--- config.mk ---
export PLATFORM = sky130hd
export DESIGN_NAME = sm_sum_normalizer
export DESIGN_NICKNAME = d
export VERILOG_FILES = /design/src/rtl/sm_sum_normalizer.sv
export SDC_FILE = /design/constraint.sdc
export NUM_CORES = 1
export LEC_CHECK = 0
export BUFFER_PORTS_ARGS = -buffer_cell sky130_fd_sc_hd__buf_2
export CORE_UTILIZATION = 45
export DETAILED_ROUTE_END_ITERATION = 6
export GPL_TIMING_DRIVEN = 0
export MAX_ROUTING_LAYER = met4
export PLACE_DENSITY = 0.69
export SYNTH_ARGS = -nofsm -noshare
export SYNTH_HDL_FRONTEND = slang
export SYNTH_SLANG_ARGS = --single-unit
--- constraint.sdc ---
create_clock -name clk -period 2.45 [get_ports clk]
set_input_delay 0.6125 -clock clk [delete_from_list [all_inputs] [get_ports clk]]
set_output_delay 0.6125 -clock clk [all_outputs]
set_load 0.01 [all_outputs]
--- src/rtl/sm_sum_normalizer.sv ---
// Two-stage normaliser for the sign-magnitude adder result: canonicalises -0,
// emits a two's-complement and a saturated operand-width sign-magnitude form.
module sm_sum_normalizer #(
  parameter int NUM   = 18,
  parameter int CNT_W = 8
) (
  input  logic             clk,
  input  logic             rst_n,
  input  logic             in_valid,
  output logic             in_ready,
  input  logic [NUM:0]     in_sum,
  output logic             out_valid,
  input  logic             out_ready,
  output logic [NUM:0]     out_tc,
  output logic [NUM-1:0]   out_sm,
  output logic             out_ovf,
  output logic [CNT_W-1:0] ovf_count,
  input  logic             ovf_clr
);
  localparam int STAGES = 2;

  typedef struct packed {
    logic           sign;
    logic           big;
    logic [NUM-1:0] mag;
  } s1_t;

  logic [STAGES:1] vld_pipe;
  s1_t             s1_q, s1_d;
  logic            s2_free, s1_load, s2_load;
  logic [NUM:0]    mag_ext, tc_d;
  logic [NUM-1:0]  sm_d;

  assign s2_free   = !vld_pipe[2] | out_ready;
  assign in_ready  = !vld_pipe[1] | s2_free;
  assign s1_load   = in_valid & in_ready;
  assign s2_load   = vld_pipe[1] & s2_free;
  assign out_valid = vld_pipe[2];

  // Anything above 2^(NUM-1)-1 is exactly "top magnitude bit set".
  always_comb begin
    s1_d.mag  = in_sum[NUM-1:0];
    s1_d.sign = in_sum[NUM] & (in_sum[NUM-1:0] != '0);
    s1_d.big  = in_sum[NUM-1];
  end

  assign mag_ext = {1'b0, s1_q.mag};
  assign tc_d    = s1_q.sign ? (~mag_ext + 1'b1) : mag_ext;
  assign sm_d    = s1_q.big ? {s1_q.sign, {(NUM-1){1'b1}}}
                            : {s1_q.sign, s1_q.mag[NUM-2:0]};

  always_ff @(posedge clk or negedge rst_n) begin
    if (!rst_n) begin
      vld_pipe <= '0;
      s1_q     <= '0;
      out_tc   <= '0;
      out_sm   <= '0;
      out_ovf  <= 1'b0;
    end else begin
      // Stage 1 empties whenever it can move on and nothing new arrives.
      if (in_ready) vld_pipe[1] <= in_valid;
      if (s1_load)  s1_q        <= s1_d;
      if (s2_free)  vld_pipe[2] <= vld_pipe[1];
      if (s2_load) begin
        out_tc  <= tc_d;
        out_sm  <= sm_d;
        out_ovf <= s1_q.big;
      end
    end
  end

  always_ff @(posedge clk or negedge rst_n) begin
    if (!rst_n)
      ovf_count <= '0;
    else if (ovf_clr)
      ovf_count <= '0;
    else if (out_valid && out_ready && out_ovf && (ovf_count != {CNT_W{1'b1}}))
      ovf_count <= ovf_count + 1'b1;
  end
endmodule

==> results of run 1 <==
-- state kept, by name (all words and copies together), names as in the netlist --
register,flops
mag_ext,17
out_ovf,1
out_sm,18
out_tc,19
ovf_count,8
s1_q,2
vld_pipe,2
-- per-stage QoR --
| stage | hold WS (ps) | setup slack [ps] |
|---|---|---|
| floorplan | 317 | 521 |
| global placement | 449 | 274 |
| detailed placement | 450 | 239 |
| CTS | 389 | 234 |
| global route | 401 | 113 |
| finish | 341 | 237 |
-- metal layers --
layer / up-vias / part of all wire
met5: - / 0
li1: 1218 / -
met3: 11 / 0.051
met2: 72 / 0.45
met4: 0 / 0.017
met1: 1218 / 0.48
-- Yosys cell counts (all sizes together) (2+ instances only) --
| cell type | count |
|---|---|
| xor2 | 15 |
| dfrtp | 67 |
| clkbuf | 16 |
| nand2 | 61 |
| nand4 | 4 |
| o21ai | 38 |
| ha | 2 |
| nand2b | 3 |
| nand3 | 3 |
| nand3b | 2 |
| o31ai | 5 |
| a211oi | 3 |
| buf | 3 |
| nor3 | 2 |
| and3 | 2 |
| nor2 | 8 |
| or3 | 3 |
| o41ai | 6 |
| nor4 | 4 |
| inv | 4 |
| nand4b | 3 |
| xnor2 | 4 |
| mux2 | 19 |
| mux2i | 3 |
| or4 | 6 |
-- cells in the final DEF, fill, tap and decap left out, types with 4 or more instances in the layout --
cell type | synthesis | routed
o31ai_1 | 5 | 5
xnor2_1 | 4 | 4
nand2_1 | 61 | 61
clkbuf_8 | 0 | 10
inv_1 | 4 | 4
mux2_2 | 19 | 19
o41ai_1 | 6 | 6
or4_1 | 5 | 5
dfrtp_1 | 67 | 67
nor2_1 | 8 | 8
o21ai_0 | 35 | 35
buf_2 | 1 | 70
xor2_1 | 15 | 15
clkbuf_1 | 15 | 15
nand4_1 | 4 | 4
-- kinds of logic (layout without fill, tap and decap cells) --
group                      count (synthesis)  count (layout)
and+or+nand+nor                          107             107
DFF                                       67              67
AOI/OAI and AO/OA                         58              58
buffers and inverters                     23             109
muxes                                     22              22
xor gates and xnor gates                  19              19
adders and majority gates                  2               2
-- worst max-delay path, cell delays in order, from the launching register on --
cell and delay [ps]:
dfrtp_1 420, inv_1 90, ha_1 160, or3b_2 440, clkbuf_1 240, or4_1 440, nor3_1 230, o21ai_1 90
-- worst max-delay path by stage --
stage          startpoint          to  slack [ps]  depth (start not counted)
3_3_place_gp   mag_ext[0]  out_tc[18]         270                          7
2_1_floorplan  mag_ext[0]  out_tc[18]         520                          7
4_1_cts        mag_ext[0]  out_tc[18]         230                          7
6_report       mag_ext[0]  out_tc[18]         240                          7
3_5_place_dp   mag_ext[0]  out_tc[18]         240                          7
5_1_grt        mag_ext[0]  out_tc[18]         110                          7
-- power by group through the flow --
stage	Combinational, mW	Sequential (mW)	Clock (mW)
finish	0.719	1.48	0.935
floorplan	0.348	1.54	0
global route	0.804	1.51	0.996
CTS	0.731	1.47	0.951
global placement	0.713	1.49	0
detailed placement	0.728	1.50	0
-- area by class of cell --
| class | instances | share of cell area |
|---|---|---|
| Buffer | 19 | 0.0217 |
| Clock buffer | 10 | 0.0367 |
| Clock inverter | 6 | 0.0174 |
| Inverter | 4 | 0.00401 |
| Multi-Input combinational cell | 208 | 0.353 |
| Sequential cell | 67 | 0.448 |
| Tap cell | 77 | 0.0257 |
| Timing Repair Buffer | 70 | 0.0942 |
==> impl_metrics.tcl, run 1 <==
set metrics [dict create \
    status "finished with violations" \
    violations "design-rule violations" \
    final_cells 461 \
    synth_area_per_cell_um2 10.4 \
    rsz0062_at_grt "no" \
    syn_area_um2 3090 \
    synth_top_family_by_area "simple AND/OR/NAND/NOR gates" \
    via_count 2519 \
    route.detailed.drc 5 \
    ys.flop_type "dfrtp_1" \
    syn2layout_area_growth_pct 21.1 \
    holdBufCountCts 0 \
    synth.area.mux_share 0.0789 \
    grt_pass1_wl_um 11800 \
    diodes 0 \
    coreArea_um2 6490 \
    swShare 0.322 \
    port_buffers 70 \
    r2r_end "out_tc[18]" \
    finClkSkew_ps 11.1 \
    synthCells 298 \
    multi_input_area_um2 1320 \
    cts_resized 0 \
    die_y_um 84.9 \
    synth_area_leaders "dfrtp_1 54%, nand2_1 7.4%, mux2_2 6.9%" \
    wl_per_cell_um 15.6 \
    cp-end-kind "flop" \
    switchingPower_mw 1.01 \
    hpwl_um 5170 \
    synth-seq-area-share 0.542 \
    regToRegStartpoint "mag_ext[0]" \
    finalSetupViolCount 0 \
    vias_per_cell 5.46 \
    cts_sinks 67 \
    grt_util_met3 0.0564 \
    synth_compound_area_frac 0.114 \
    cts_tree "built" \
    layout.area.seq_um2 1680 \
    period_share 0.903 \
    slew_violations 0 \
    nFillCells 579 \
    rrSetupSlack_ps 240 \
    cts_max_level 3 \
    post-cts-setup-buffer-count 0 \
    slew_headroom 0.442 \
    synth_cell_type_count 43 \
    grt-ovfl-total 0 \
    busiest_layer "met2" \
    path_clk_slew_ps 80 \
    grt_usage 0.222 \
    async_reset_ff_frac 1.00 \
    finalInstanceArea_um2 3750 \
    worstPathArrival_ps 2450 \
    first_iter_violations 128 \
    min_period_ps 2210 \
    start_util 0.476 \
    synth-simple-area-share 0.172 \
    crit_fanout 8 \
    placed_cell_area_um2 3540 \
    synth_nets 324 \
    die_w_um 84.9 \
    yosysTopAreaCell "dfrtp_1" \
    critPathLaunchType "flop" \
    max_clock_freq_mhz 452 \
    leakagePower_nw 1.74 \
    worst_pin_slew_ps 837 \
    rr_worst_depth 7 \
    cts_inserted_buffers 9 \
    netlist.area_leader.share 0.542 \
    synth_xor_area_frac 0.0538 \
    drv_cap 0 \
    drive_gt1_frac 0.294 \
    antenna_left 0 \
    p_per_area_nw_per_um2 836 \
    min_path_type "input port to asynchronous set/reset pin" \
    utilization 0.577 \
    tns_ps 0 \
    synth-edff-count 0 \
    ir_drop_v 0.000473 \
    worstPathRequired_ps 2690 \
    insertion_delay_ps 350 \
    synth_fa_ha_area_frac 0.00809 \
    gp_congestion 0.896 \
    power.total_mw 3.13 \
    die_area_um2 7210 \
    p_comb_frac 0.230 \
    path_class "flop to flop" \
    ys_seq_elements 67 \
    placed_cells 445 \
    seqPwrFrac 0.472 \
    met2_usage 0.330 \
    ios 72 \
    rows 29 \
    root_buffer "clkbuf_8" \
    firstDrtPassIters 7 \
    grt_max_degree 68 \
    met1_usage 0.302 \
    clock_power_share 0.298 \
    p_int_mw 2.12 \
    ys_warn_count 0 \
    grt_pass1_vias 2364 \
    finalHoldViolations 0 \
    max-clock-path-buffers 2 \
    fin_nets 405 \
    antenna_found_initial 0 \
    routed_wirelength_um 7210 \
]
(Power assumes the default switching activity.)
==> inputs of run 2 (changes only) <==
--- a/config.mk
+++ b/config.mk
@@ -5,12 +5,13 @@
 export SDC_FILE = /design/constraint.sdc
 export NUM_CORES = 1
 export LEC_CHECK = 0
+export ABC_AREA = 1
 export BUFFER_PORTS_ARGS = -buffer_cell sky130_fd_sc_hd__buf_2
 export CORE_UTILIZATION = 45
 export DETAILED_ROUTE_END_ITERATION = 6
 export GPL_TIMING_DRIVEN = 0
 export MAX_ROUTING_LAYER = met4
-export PLACE_DENSITY = 0.69
+export PLACE_DENSITY = 0.68
 export SYNTH_ARGS = -nofsm -noshare
 export SYNTH_HDL_FRONTEND = slang
 export SYNTH_SLANG_ARGS = --single-unit
==> run 2 against run 1 <==
Against the previous run: the run now ends clean; core utilization is 1.1 points lower; clock power is 2.2% lower; worst setup slack better by 440 ps; routed wire length is 7.7% higher; clock skew is 4.5 ps lower; combinational power is 32% higher; design area is 3.1% higher; final cell count is 26% higher; sequential share of layout area is 1.3 points lower; critical path depth is 3 lower; largest cell class unchanged.
==> impl_metrics.tcl, run 2 <==
set metrics [dict create \
    vias_per_cell 4.90 \
    placed_cells 567 \
    worstPathRequired_ps 1840 \
    worst_slack_ps 677 \
    first_iter_violations 217 \
    cpMostUsedCell "buf_2" \
    drive_gt1_frac 0.230 \
    largest_reg_flops 19 \
    grt_usage 0.236 \
    die_y_um 86.2 \
    synth.most_common_cell "nand2_1" \
    wl_per_cell_um 13.3 \
    cp_slowest_stage_delay_ps 210 \
    ir_drop_v 0.000388 \
    routed_wirelength_um 7770 \
    utilization 0.565 \
    synth_common_cells "111 x nand2_1, 67 x dfrtp_1, 50 x nor2_1, 41 x inv_1, 34 x nand3_1" \
    path_class "input port to output pin" \
    path_clk_slew_ps 80 \
    synth_cell_type_count 28 \
    die_area_um2 7430 \
    min_period_ps 1770 \
    cts_resized 0 \
    hpwl_um 5670 \
    synth_nets 426 \
    max_clock_freq_mhz 564 \
    holdBufCountCts 0 \
    status "complete, no violations" \
    nFillCells 707 \
    final_cells 583 \
    leakagePower_nw 2.00 \
    yosysTopAreaCell "dfrtp_1" \
    coreArea_um2 6830 \
    grt_max_degree 68 \
    synthCells 400 \
    drv_cap 0 \
    cts_inserted_buffers 9 \
    max-clock-path-buffers 2 \
    gp_congestion 0.841 \
    grt-ovfl-total 0 \
    synth_area_per_cell_um2 7.98 \
    slew_violations 0 \
    via_count 2859 \
    cp_num_buf_inv 3 \
    synth_area_leaders "dfrtp_1 53%, nand2_1 13%, nor2_1 5.9%" \
    rows 30 \
    route.detailed.drc 0 \
    final_common_cell "nand2_1" \
    finClkSkew_ps 6.59 \
    antenna_found_initial 0 \
    finalHoldViolations 0 \
    cp-end-kind "output pin" \
    finalSetupViolCount 0 \
    cts_max_level 3 \
    detailedPlace.worstSlack_ps 647 \
    worstPathArrival_ps 1160 \
    async_reset_ff_frac 1.00 \
    rsz0062_at_grt "no" \
    firstDrtPassIters 4 \
    p_per_area_nw_per_um2 881 \
    critPathTopFamily "buffers and inverters" \
    crit_path_cell_trace "buf_2 > inv_1 > nand3_1 > buf_2" \
    fin_nets 508 \
    diodes 0 \
    min_path_type "input port to asynchronous set/reset pin" \
    ys_warn_count 0 \
    insertion_delay_ps 340 \
    synth-edff-count 0 \
    tns_ps 0 \
    syn_area_um2 3190 \
    cts_tree "built" \
    critPathLaunchType "input port" \
    syn2layout_area_growth_pct 21.0 \
    netlist.area_leader.share 0.525 \
    crit_fanout 3 \
    period_share 0.724 \
    worst_pin_slew_ps 844 \
    crit_slowest_cell "buf_2" \
    start_util 0.467 \
    power.total_mw 3.40 \
    top_register "out_tc" \
    post-cts-setup-buffer-count 0 \
    grt_pass1_vias 2720 \
    die_w_um 86.2 \
    grt_pass1_wl_um 13000 \
    ios 72 \
    antenna_left 0 \
    synth-seq-area-share 0.525 \
    port_buffers 71 \
    cts_sinks 67 \
    ys.flop_type "dfrtp_1" \
    slew_headroom 0.437 \
    ys_seq_elements 67 \
    mostFrequentLayoutCells "111 x nand2_1, 78 x buf_2, 67 x dfrtp_1, 50 x nor2_1, 41 x inv_1" \
    root_buffer "clkbuf_8" \
]
[run 2: cell types whose count changed in the layout (fill, tap and decap cells not counted), moves of 9 or more]
cell,previous run,this run
clkbuf_1,15,2
mux2_2,19,0
a21oi_1,1,20
xor2_1,15,6
nor2_1,8,50
nand2_1,61,111
inv_1,4,41
nand3_1,3,34
[run 2: layout make-up]
cell class / count / area (µm²) / share of cell area
clock buffer: 10 / 138 / 0.0356
inverter: 43 / 169 / 0.0437
multi-input combinational: 277 / 1280 / 0.330
clock inverter: 6 / 55.1 / 0.0143
buffer: 13 / 70.1 / 0.0181
tap: 96 / 120 / 0.0311
timing repair buffer: 71 / 358 / 0.0926
sequential: 67 / 1680 / 0.434
[run 2: metrics by stage]
| stage | hold WS [ps] | area (µm²) |
|---|---|---|
| after global placement | 462 | 3670 |
| after global routing | 460 | 3860 |
| after detailed placement | 462 | 3670 |
| after CTS | 414 | 3860 |
| final | 369 | 3860 |
| after floorplan | 317 | 3190 |
[run 2: worst paths after layout]
| kind | from | endpoint | slack, ps | cells after the start |
|---|---|---|---|---|
| worst min-delay path | rst_n | out_ovf | 370 | 1 |
| worst min register to register | out_tc[14] | out_tc[14] | 480 | 2 |
| worst max-delay path | out_ready | in_ready | 680 | 4 |
| worst max register to register | mag_ext[0] | out_tc[6] | 880 | 8 |
| min in group clk | out_tc[14] | out_tc[14] | 480 | 2 |
| max in group asynchronous | rst_n | out_tc[9] | 1530 | 1 |
[run 2: where the power goes]
group	switching, mW	internal, mW	total [mW]	leakage (nW)
clock network	0.425	0.489	0.914	0.106
logic	0.587	0.364	0.951	1.11
registers	0.176	1.36	1.54	0.788
total	1.19	2.22	3.40	2.00
[run 2: cells by family (layout without fill, tap and decap cells)]
| group | after synthesis | count (layout) | synth area share |
|---|---|---|---|
| and+or+nand+nor | 212 | 212 | 0.281 |
| DFF | 67 | 67 | 0.525 |
| AOI/OAI and AO/OA | 56 | 56 | 0.0921 |
| buffers and inverters | 56 | 143 | 0.0749 |
| xor gates and xnor gates | 7 | 7 | 0.0192 |
| adders and majority gates | 2 | 2 | 0.00784 |
[run 2: layer usage]
layer / track usage / up-vias / part of all wire
met5: - / - / 0
met4: 0.103 / 0 / 0.012
met3: 0.0381 / 9 / 0.046
met2: 0.341 / 77 / 0.46
met1: 0.328 / 1336 / 0.48
li1: - / 1437 / -
